`src/rtl/cnn_pkg.sv`:
```
// Shared types and defaults for the CNN frame front-end blocks.
// Latency: n/a (declarations only).
// Backpressure: n/a.
//
// Holds the frame-sequencer state encoding, the default logit geometry and
// the class index reported when no dense result was obtained.
package cnn_pkg;

  // Default geometry of the dense layer output.
  localparam int CNN_DATA_WIDTH  = 8;
  localparam int CNN_NUM_CLASSES = 7;

  // Class index reported when the frame ended without a dense result.
  localparam logic [2:0] INVALID_CLASS = 3'd7;

  typedef enum logic [2:0] {
    S_IDLE     = 3'd0,
    S_FETCH    = 3'd1,
    S_PUSH     = 3'd2,
    S_GAP      = 3'd3,
    S_WAIT_RES = 3'd4,
    S_ARGMAX   = 3'd5,
    S_DONE     = 3'd6
  } seq_state_e;

endpackage

```
`src/rtl/serial_argmax.sv`:
```
// Serial signed argmax over a packed logit vector, one element per cycle.
// Latency: start_i at cycle s -> done_o pulse at s+NUM_CLASSES+1.
// Backpressure: none; logits_i must stay stable while the scan runs.
//
// Ports:
//   clk, resetn   clock, synchronous active-low reset
//   start_i       begin a scan (restarts a scan already in flight)
//   logits_i      NUM_CLASSES signed values, element 0 in the LSBs
//   idx_o, max_o  index and value of the largest element (final at done_o)
//   done_o        one-cycle pulse when the scan has covered every element
module serial_argmax import cnn_pkg::*; #(
  parameter int NUM_CLASSES = CNN_NUM_CLASSES,
  parameter int DATA_WIDTH  = CNN_DATA_WIDTH,
  parameter int IDX_W       = 3
) (
  input  logic                              clk,
  input  logic                              resetn,
  input  logic                              start_i,
  input  logic [NUM_CLASSES*DATA_WIDTH-1:0] logits_i,
  output logic [IDX_W-1:0]                  idx_o,
  output logic [DATA_WIDTH-1:0]             max_o,
  output logic                              done_o
);

  localparam logic [IDX_W-1:0] LAST_IDX = IDX_W'(NUM_CLASSES - 1);

  logic signed [DATA_WIDTH-1:0] logit_arr [NUM_CLASSES];

  genvar g;
  generate
    for (g = 0; g < NUM_CLASSES; g++) begin : g_unpack
      assign logit_arr[g] = logits_i[g*DATA_WIDTH +: DATA_WIDTH];
    end
  endgenerate

  logic                         run_q, run_d;
  logic                         done_q, done_d;
  logic [IDX_W-1:0]             scan_q, scan_d;
  logic [IDX_W-1:0]             best_idx_q, best_idx_d;
  logic signed [DATA_WIDTH-1:0] best_q, best_d;
  logic signed [DATA_WIDTH-1:0] cur;

  always_comb begin
    run_d      = run_q;
    scan_d     = scan_q;
    best_idx_d = best_idx_q;
    best_d     = best_q;
    done_d     = 1'b0;
    cur        = logit_arr[scan_q];

    if (start_i) begin
      run_d  = 1'b1;
      scan_d = '0;
    end else if (run_q) begin
      // Element 0 seeds the running max; later elements must be strictly
      // greater so that ties resolve to the lowest index.
      if (scan_q == '0 || cur > best_q) begin
        best_d     = cur;
        best_idx_d = scan_q;
      end
      if (scan_q == LAST_IDX) begin
        run_d  = 1'b0;
        done_d = 1'b1;
      end else begin
        scan_d = scan_q + 1'b1;
      end
    end
  end

  always_ff @(posedge clk) begin
    if (!resetn) begin
      run_q      <= 1'b0;
      done_q     <= 1'b0;
      scan_q     <= '0;
      best_idx_q <= '0;
      best_q     <= '0;
    end else begin
      run_q      <= run_d;
      done_q     <= done_d;
      scan_q     <= scan_d;
      best_idx_q <= best_idx_d;
      best_q     <= best_d;
    end
  end

  assign idx_o  = best_idx_q;
  assign max_o  = best_q;
  assign done_o = done_q;

endmodule

```
`src/rtl/cnn_frame_sequencer.sv`:
```
// Frame controller: paces H upstream rows into the CNN, then argmaxes the dense result.
// Latency: last row push -> done_o = 10 cycles with an immediate result; row pushes >= ROW_GAP+2 apart.
// Backpressure: row_ready_o only in FETCH; an idle upstream simply stretches FETCH.
//
// Ports:
//   clk, resetn                  clock, synchronous active-low reset
//   start_i                      frame start pulse, honoured only when idle
//   row_valid_i/row_data_i       upstream row stream, handshake with row_ready_o
//   row_valid_o/row_data_o       one-cycle push of the held row towards the line buffer
//   dense_valid_i/dense_data_i   dense layer result (signed logits, class 0 in LSBs)
//   busy_o, done_o               frame in progress / one-cycle end-of-frame pulse
//   class_o, max_o               winning class and logit, held until the next start
//   timeout_o, err_o             sticky status, cleared by the next start
//   row_cnt_o                    rows pushed in the current frame
module cnn_frame_sequencer import cnn_pkg::*; #(
  parameter int H           = 24,
  parameter int W           = 24,
  parameter int DATA_WIDTH  = CNN_DATA_WIDTH,
  parameter int NUM_CLASSES = CNN_NUM_CLASSES,
  parameter int ROW_GAP     = 4,
  parameter int TIMEOUT     = 65535
) (
  input  logic                              clk,
  input  logic                              resetn,
  input  logic                              start_i,
  input  logic                              row_valid_i,
  input  logic [W*DATA_WIDTH-1:0]           row_data_i,
  output logic                              row_ready_o,
  output logic [W*DATA_WIDTH-1:0]           row_data_o,
  output logic                              row_valid_o,
  input  logic                              dense_valid_i,
  input  logic [NUM_CLASSES*DATA_WIDTH-1:0] dense_data_i,
  output logic                              busy_o,
  output logic                              done_o,
  output logic [2:0]                        class_o,
  output logic [DATA_WIDTH-1:0]             max_o,
  output logic                              timeout_o,
  output logic                              err_o,
  output logic [$clog2(H+1)-1:0]            row_cnt_o
);

  localparam int RCW = $clog2(H + 1);
  localparam int GW  = $clog2(ROW_GAP + 1);
  localparam int TW  = $clog2(TIMEOUT + 1);

  localparam logic [RCW-1:0] ROWS_FULL = RCW'(H);
  localparam logic [GW-1:0]  GAP_LAST  = GW'(ROW_GAP - 1);
  localparam logic [TW-1:0]  TMO_MAX   = TW'(TIMEOUT);

  seq_state_e                        state_q, state_d;
  logic [W*DATA_WIDTH-1:0]           row_data_q, row_data_d;
  logic [RCW-1:0]                    row_cnt_q, row_cnt_d;
  logic [RCW-1:0]                    row_cnt_inc;
  logic [GW-1:0]                     gap_cnt_q, gap_cnt_d;
  logic [TW-1:0]                     tmo_cnt_q, tmo_cnt_d;
  logic [NUM_CLASSES*DATA_WIDTH-1:0] logit_q, logit_d;
  logic [2:0]                        class_q, class_d;
  logic [DATA_WIDTH-1:0]             max_q, max_d;
  logic                              timeout_q, timeout_d;
  logic                              err_q, err_d;

  logic                              am_start;
  logic [2:0]                        am_idx;
  logic [DATA_WIDTH-1:0]             am_max;
  logic                              am_done;

  // The scan is launched in the same cycle the logits are captured; the
  // argmax only starts reading one cycle later, by which time logit_q holds them.
  serial_argmax #(
    .NUM_CLASSES (NUM_CLASSES),
    .DATA_WIDTH  (DATA_WIDTH),
    .IDX_W       (3)
  ) u_argmax (
    .clk      (clk),
    .resetn   (resetn),
    .start_i  (am_start),
    .logits_i (logit_q),
    .idx_o    (am_idx),
    .max_o    (am_max),
    .done_o   (am_done)
  );

  // Row count saturates at H so a stray extra push can never wrap it.
  assign row_cnt_inc = (row_cnt_q == ROWS_FULL) ? row_cnt_q : row_cnt_q + 1'b1;

  always_comb begin
    state_d     = state_q;
    row_data_d  = row_data_q;
    row_cnt_d   = row_cnt_q;
    gap_cnt_d   = gap_cnt_q;
    tmo_cnt_d   = tmo_cnt_q;
    logit_d     = logit_q;
    class_d     = class_q;
    max_d       = max_q;
    timeout_d   = timeout_q;
    err_d       = err_q;
    am_start    = 1'b0;
    row_ready_o = 1'b0;
    row_valid_o = 1'b0;
    done_o      = 1'b0;

    unique case (state_q)
      S_IDLE: begin
        if (start_i) begin
          row_cnt_d = '0;
          timeout_d = 1'b0;
          err_d     = 1'b0;
          class_d   = '0;
          max_d     = '0;
          state_d   = S_FETCH;
        end
      end

      S_FETCH: begin
        row_ready_o = 1'b1;
        if (row_valid_i) begin
          row_data_d = row_data_i;
          state_d    = S_PUSH;
        end
      end

      S_PUSH: begin
        row_valid_o = 1'b1;
        row_cnt_d   = row_cnt_inc;
        if (row_cnt_inc == ROWS_FULL) begin
          tmo_cnt_d = '0;
          state_d   = S_WAIT_RES;
        end else begin
          gap_cnt_d = '0;
          state_d   = S_GAP;
        end
      end

      S_GAP: begin
        if (gap_cnt_q == GAP_LAST) begin
          state_d = S_FETCH;
        end else begin
          gap_cnt_d = gap_cnt_q + 1'b1;
        end
      end

      S_WAIT_RES: begin
        // A result arriving on the terminal-count cycle takes priority.
        if (dense_valid_i) begin
          logit_d  = dense_data_i;
          am_start = 1'b1;
          state_d  = S_ARGMAX;
        end else if (tmo_cnt_q == TMO_MAX) begin
          timeout_d = 1'b1;
          class_d   = INVALID_CLASS;
          max_d     = '0;
          state_d   = S_DONE;
        end else begin
          tmo_cnt_d = tmo_cnt_q + 1'b1;
        end
      end

      S_ARGMAX: begin
        if (am_done) begin
          class_d = am_idx;
          max_d   = am_max;
          state_d = S_DONE;
        end
      end

      S_DONE: begin
        done_o  = 1'b1;
        state_d = S_IDLE;
      end

      default: begin
        state_d = S_IDLE;
      end
    endcase

    // A result outside the wait window is flagged but otherwise ignored.
    if (dense_valid_i && (state_q != S_WAIT_RES)) begin
      err_d = 1'b1;
    end
  end

  always_ff @(posedge clk) begin
    if (!resetn) begin
      state_q    <= S_IDLE;
      row_data_q <= '0;
      row_cnt_q  <= '0;
      gap_cnt_q  <= '0;
      tmo_cnt_q  <= '0;
      logit_q    <= '0;
      class_q    <= '0;
      max_q      <= '0;
      timeout_q  <= 1'b0;
      err_q      <= 1'b0;
    end else begin
      state_q    <= state_d;
      row_data_q <= row_data_d;
      row_cnt_q  <= row_cnt_d;
      gap_cnt_q  <= gap_cnt_d;
      tmo_cnt_q  <= tmo_cnt_d;
      logit_q    <= logit_d;
      class_q    <= class_d;
      max_q      <= max_d;
      timeout_q  <= timeout_d;
      err_q      <= err_d;
    end
  end

  assign busy_o     = (state_q != S_IDLE);
  assign row_data_o = row_data_q;
  assign row_cnt_o  = row_cnt_q;
  assign class_o    = class_q;
  assign max_o      = max_q;
  assign timeout_o  = timeout_q;
  assign err_o      = err_q;

endmodule
```
`config.mk`:
```
export PLATFORM = sky130hd
export DESIGN_NAME = cnn_frame_sequencer
export DESIGN_NICKNAME = d
export VERILOG_FILES = /design/src/rtl/cnn_pkg.sv /design/src/rtl/serial_argmax.sv /design/src/rtl/cnn_frame_sequencer.sv
export SDC_FILE = /design/constraint.sdc
export NUM_CORES = 1
export LEC_CHECK = 0
export CORE_AREA = 2 2 183 185
export CTS_CLUSTER_SIZE = 40
export DETAILED_ROUTE_END_ITERATION = 16
export DIE_AREA = 0 0 185 187
export PLACE_DENSITY = 0.81
export SKIP_CTS_REPAIR_TIMING = 1
export SLEW_MARGIN = 20
export SYNTH_ARGS = -nofsm -noshare
export SYNTH_HDL_FRONTEND = slang
export SYNTH_SLANG_ARGS = --single-unit
```
`constraint.sdc`:
```
create_clock -name clk -period 7.49 [get_ports clk]
set_input_delay 2.247 -clock clk [delete_from_list [all_inputs] [get_ports clk]]
set_output_delay 2.247 -clock clk [all_outputs]
set_load 0.005 [all_outputs]
```
==> results by group <==
Outcome
  – Outcome: complete, no violations

Floorplan
  – Num rows: between 60 and 70
  – Starting Density: 0.3731
  – Die area: roughly 35000 µm²
  – Die X: 185 µm
  – Die height: between 150 and 200 µm
  – CORE AREA: 32860 µm²
  – Boundary pin count: between 400 and 500

Logic synthesis
  – Post-synth ARST share: 0
  – Avg Cell Area, Syn: 8.114 µm²
  – Count leader, synth: nand2_1
  – Mapped cell area: approximately 12000 µm²
  – Synth top area cells: dfxtp_1, nand2_1, a21oi_1, clkbuf_1, mux2i_1
  – Top cells by count, synth: nand2_1, dfxtp_1, a21oi_1, clkbuf_1, nor2_1
  – Ys flop type: dfxtp_1
  – FF+latch count, synth: 304
  – Netlist cell types: 63
  – Synth top area share: 0.4964
  – Number of synthesized flops with an enable pin: 0
  – Post-Syn Instances: around 1500
  – Syn Nets: about 1800
  – Cell type with the largest total area after synthesis: dfxtp_1
  – Sequential share of the synthesized area: 0.4964
  – Synth warn: 0

Global routing
  – First-pass GRT wire length: a little under 60000 µm
  – Antenna violations before repair: 0
  – Largest net degree at the start of global routing: approximately 190
  – Overflow after GRT: 0
  – Vias in the first global route: about 12000
  – Tot GR Track Use: 0.2069

Timing
  – Final Slew Violations: 0
  – Final setup margin: 2.642 ns
  – Worst Skew: ~0.017 ns
  – Setup_tns: 0 ns
  – Final setup vio count: 0
  – Tmin final: 4.848 ns
  – Max Freq: ~0.21 GHz
  – Final Cycle Share: 0.6473
  – Final Hold Fails: 0
  – Worst Tran Pin Value: 1.052 ns
  – RSZ-0062 raised after global routing: false
  – WHS: about 0.45 ns
  – Slew headroom: 0.2979

Layout
  – Filler instances: 2900
  – Util after Layout: 0.5543
  – Final net count: 2176
  – # diodes: 0
  – Layout cells sized above 1: 0.05331
  – Fin area: about 18000 µm²
  – Non-filler instance count after layout: between 2000 and 2500
  – Area Growth Syn to Fin: 48.56%

Critical path
  – Kind of end point of the critical path: output pin
  – Crit Path Max Fanout: 29
  – Slowest stage cell, crit path: clkdlybuf4s50_1
  – Critical path buffers and inverters: 2
  – Max stage delay on crit path: roughly 0.65 ns
  – Critical path depth: 3
  – Crit Path Category: flop to output pin
  – Critical path required time: 5.24 ns
  – Worst-path cell chain: or3b_1 > inv_2 > clkdlybuf4s50_1
  – Crit path max-delay family: buffers and inverters
  – Arrival time worst endpoint: approximately 2.6 ns
  – Startpoint class of the critical path: flop
  – Reg2reg start: u_argmax.scan_q[0]
  – Terminus of the critical flop-to-flop path: u_argmax.max_o[5]
  – Worst R2R Path Depth: 10
  – R2R Setup Slk: about 3.5 ns

Route
  – Post-Route WL: 38040 µm
  – DR WL/cell: ~16 µm
  – Vias/cell: 5.049
  – DRC violations left: 0
  – First-pass iteration count of the detailed router: 5
  – Routed vias: about 12000
  – Post-route ant nets: 0
  – Initial detailed-routing violation count: between 700 and 800

Pwr
  – Total Power: 4.536 mW
  – Max rail drop VDD: ~0.19 mV
  – P per Cell Area: about 250 nW/µm²
  – Leakage power: ~6.1 nW

Place
  – Post-Place Cell Area: ~17000 µm²
  – Placed insts: 2318
  – I/O Buffers: about 470
  – Place WS: about 2.5 ns
  – RePlAce Congestion: 0.8610
  – Post-DP HPWL: about 27000 µm

CTS
  – Clk sink count: 304
  – CTS clock-pin slew for the worst setup and hold paths: about 0.050 ns
  – H-tree levels: 2
  – Clock tree root buffer cell: clkbuf_16
  – CTS tree: yes
  – Skew-Pair Late Insertion Delay: a little over 0.5 ns
  – Num CTS Buffers: 35
  – Clk buf depth: 3

Worst hold path
  – Min-delay src: row_data_o[64]
  – Hold/Removal Path Class: flop to flop
  – Worst hold endpoint: row_data_o[64]
  – Worst Hold Depth: 2

Run
  – Max cap viols: 0
==> power breakdown <==
part	internal, mW	switching [mW]	leakage [nW]
clock network	0.993	0.662	0.548
registers	1.77	0.0845	2.46
logic	0.505	0.524	3.10
==> metal layers <==
metal / track usage / up-vias / routed length (µm) / share of wire
met5: 0 / - / 0 / 0
met4: 0.07051 / 0 / 1116 / 0.029
met3: 0.05861 / 73 / 3521 / 0.093
met2: 0.3567 / 478 / 18450 / 0.48
met1: 0.2455 / 5611 / 14950 / 0.39
li1: - / 5855 / - / -
==> cell type report <==
cell class              instances  area [µm²]  share of cell area
clock buffers                  53        1035             0.05681
clock inverters                 9       93.84            0.005152
multi-input cells            1058        5543              0.3043
inverters                      31       123.9            0.006801
repair buffers                477        4772              0.2620
well taps                     448       560.5             0.03078
flip-flops and latches        304        6086              0.3341
==> worst max-delay path by stage <==
stage	start	to	slack, ns
4_1_cts	state_q[1]	row_valid_o	2.64
2_1_floorplan	state_q[2]	row_valid_o	3.82
6_report	state_q[1]	row_valid_o	2.64
3_5_place_dp	dense_valid_i	u_argmax.max_o[0]	2.54
3_3_place_gp	dense_valid_i	u_argmax.idx_o[1]	2.63
5_1_grt	state_q[1]	row_valid_o	2.53
==> cell families (layout without fill, tap and decap cells) <==
logic type | count (synthesis) | after routing | share of synthesized area
fa+ha+maj | 16 | 16 | 0.01633
xor+xnor | 4 | 4 | 0.002857
buf+inv | 149 | 570 | 0.05307
compound gates | 376 | 376 | 0.1889
mux | 31 | 31 | 0.03388
simple gates | 631 | 631 | 0.2086
flops | 304 | 304 | 0.4964
==> cells in the final DEF, fill, tap and decap left out, types with 8 or more instances in the layout <==
master and n:
clkbuf_1 10, nand2_1 530, ha_1 16, a21oi_1 268, mux4_2 8, o21ai_0 16
clkdlybuf4s50_1 466, nor2_1 38, a22oi_1 10, mux2i_1 21, dfxtp_1 304, nand3_1 18
o211ai_1 24, buf_4 9, clkbuf_16 36, inv_1 29
==> state kept, by name, summed over array words and instances, names as in the netlist, 5 cells and up <==
register / flops
logit_q: 56
max_o: 8
row_cnt_o: 5
row_data_o: 192
tmo_cnt_q: 16
u_argmax.max_o: 8
==> worst register-to-register path, cell delays in order, from the launching register on <==
cell and delay (ns):
dfxtp_1 0.97, nor2b_1 0.56, a21oi_1 0.14, o21ai_0 0.43
ha_1 0.34, nor2b_1 0.14, o2111a_1 0.27, nor4_4 0.49
nor3_1 0.12, buf_4 0.21, a31o_2 0.25
No activity file was read; power rests on OpenSTA's default activity.
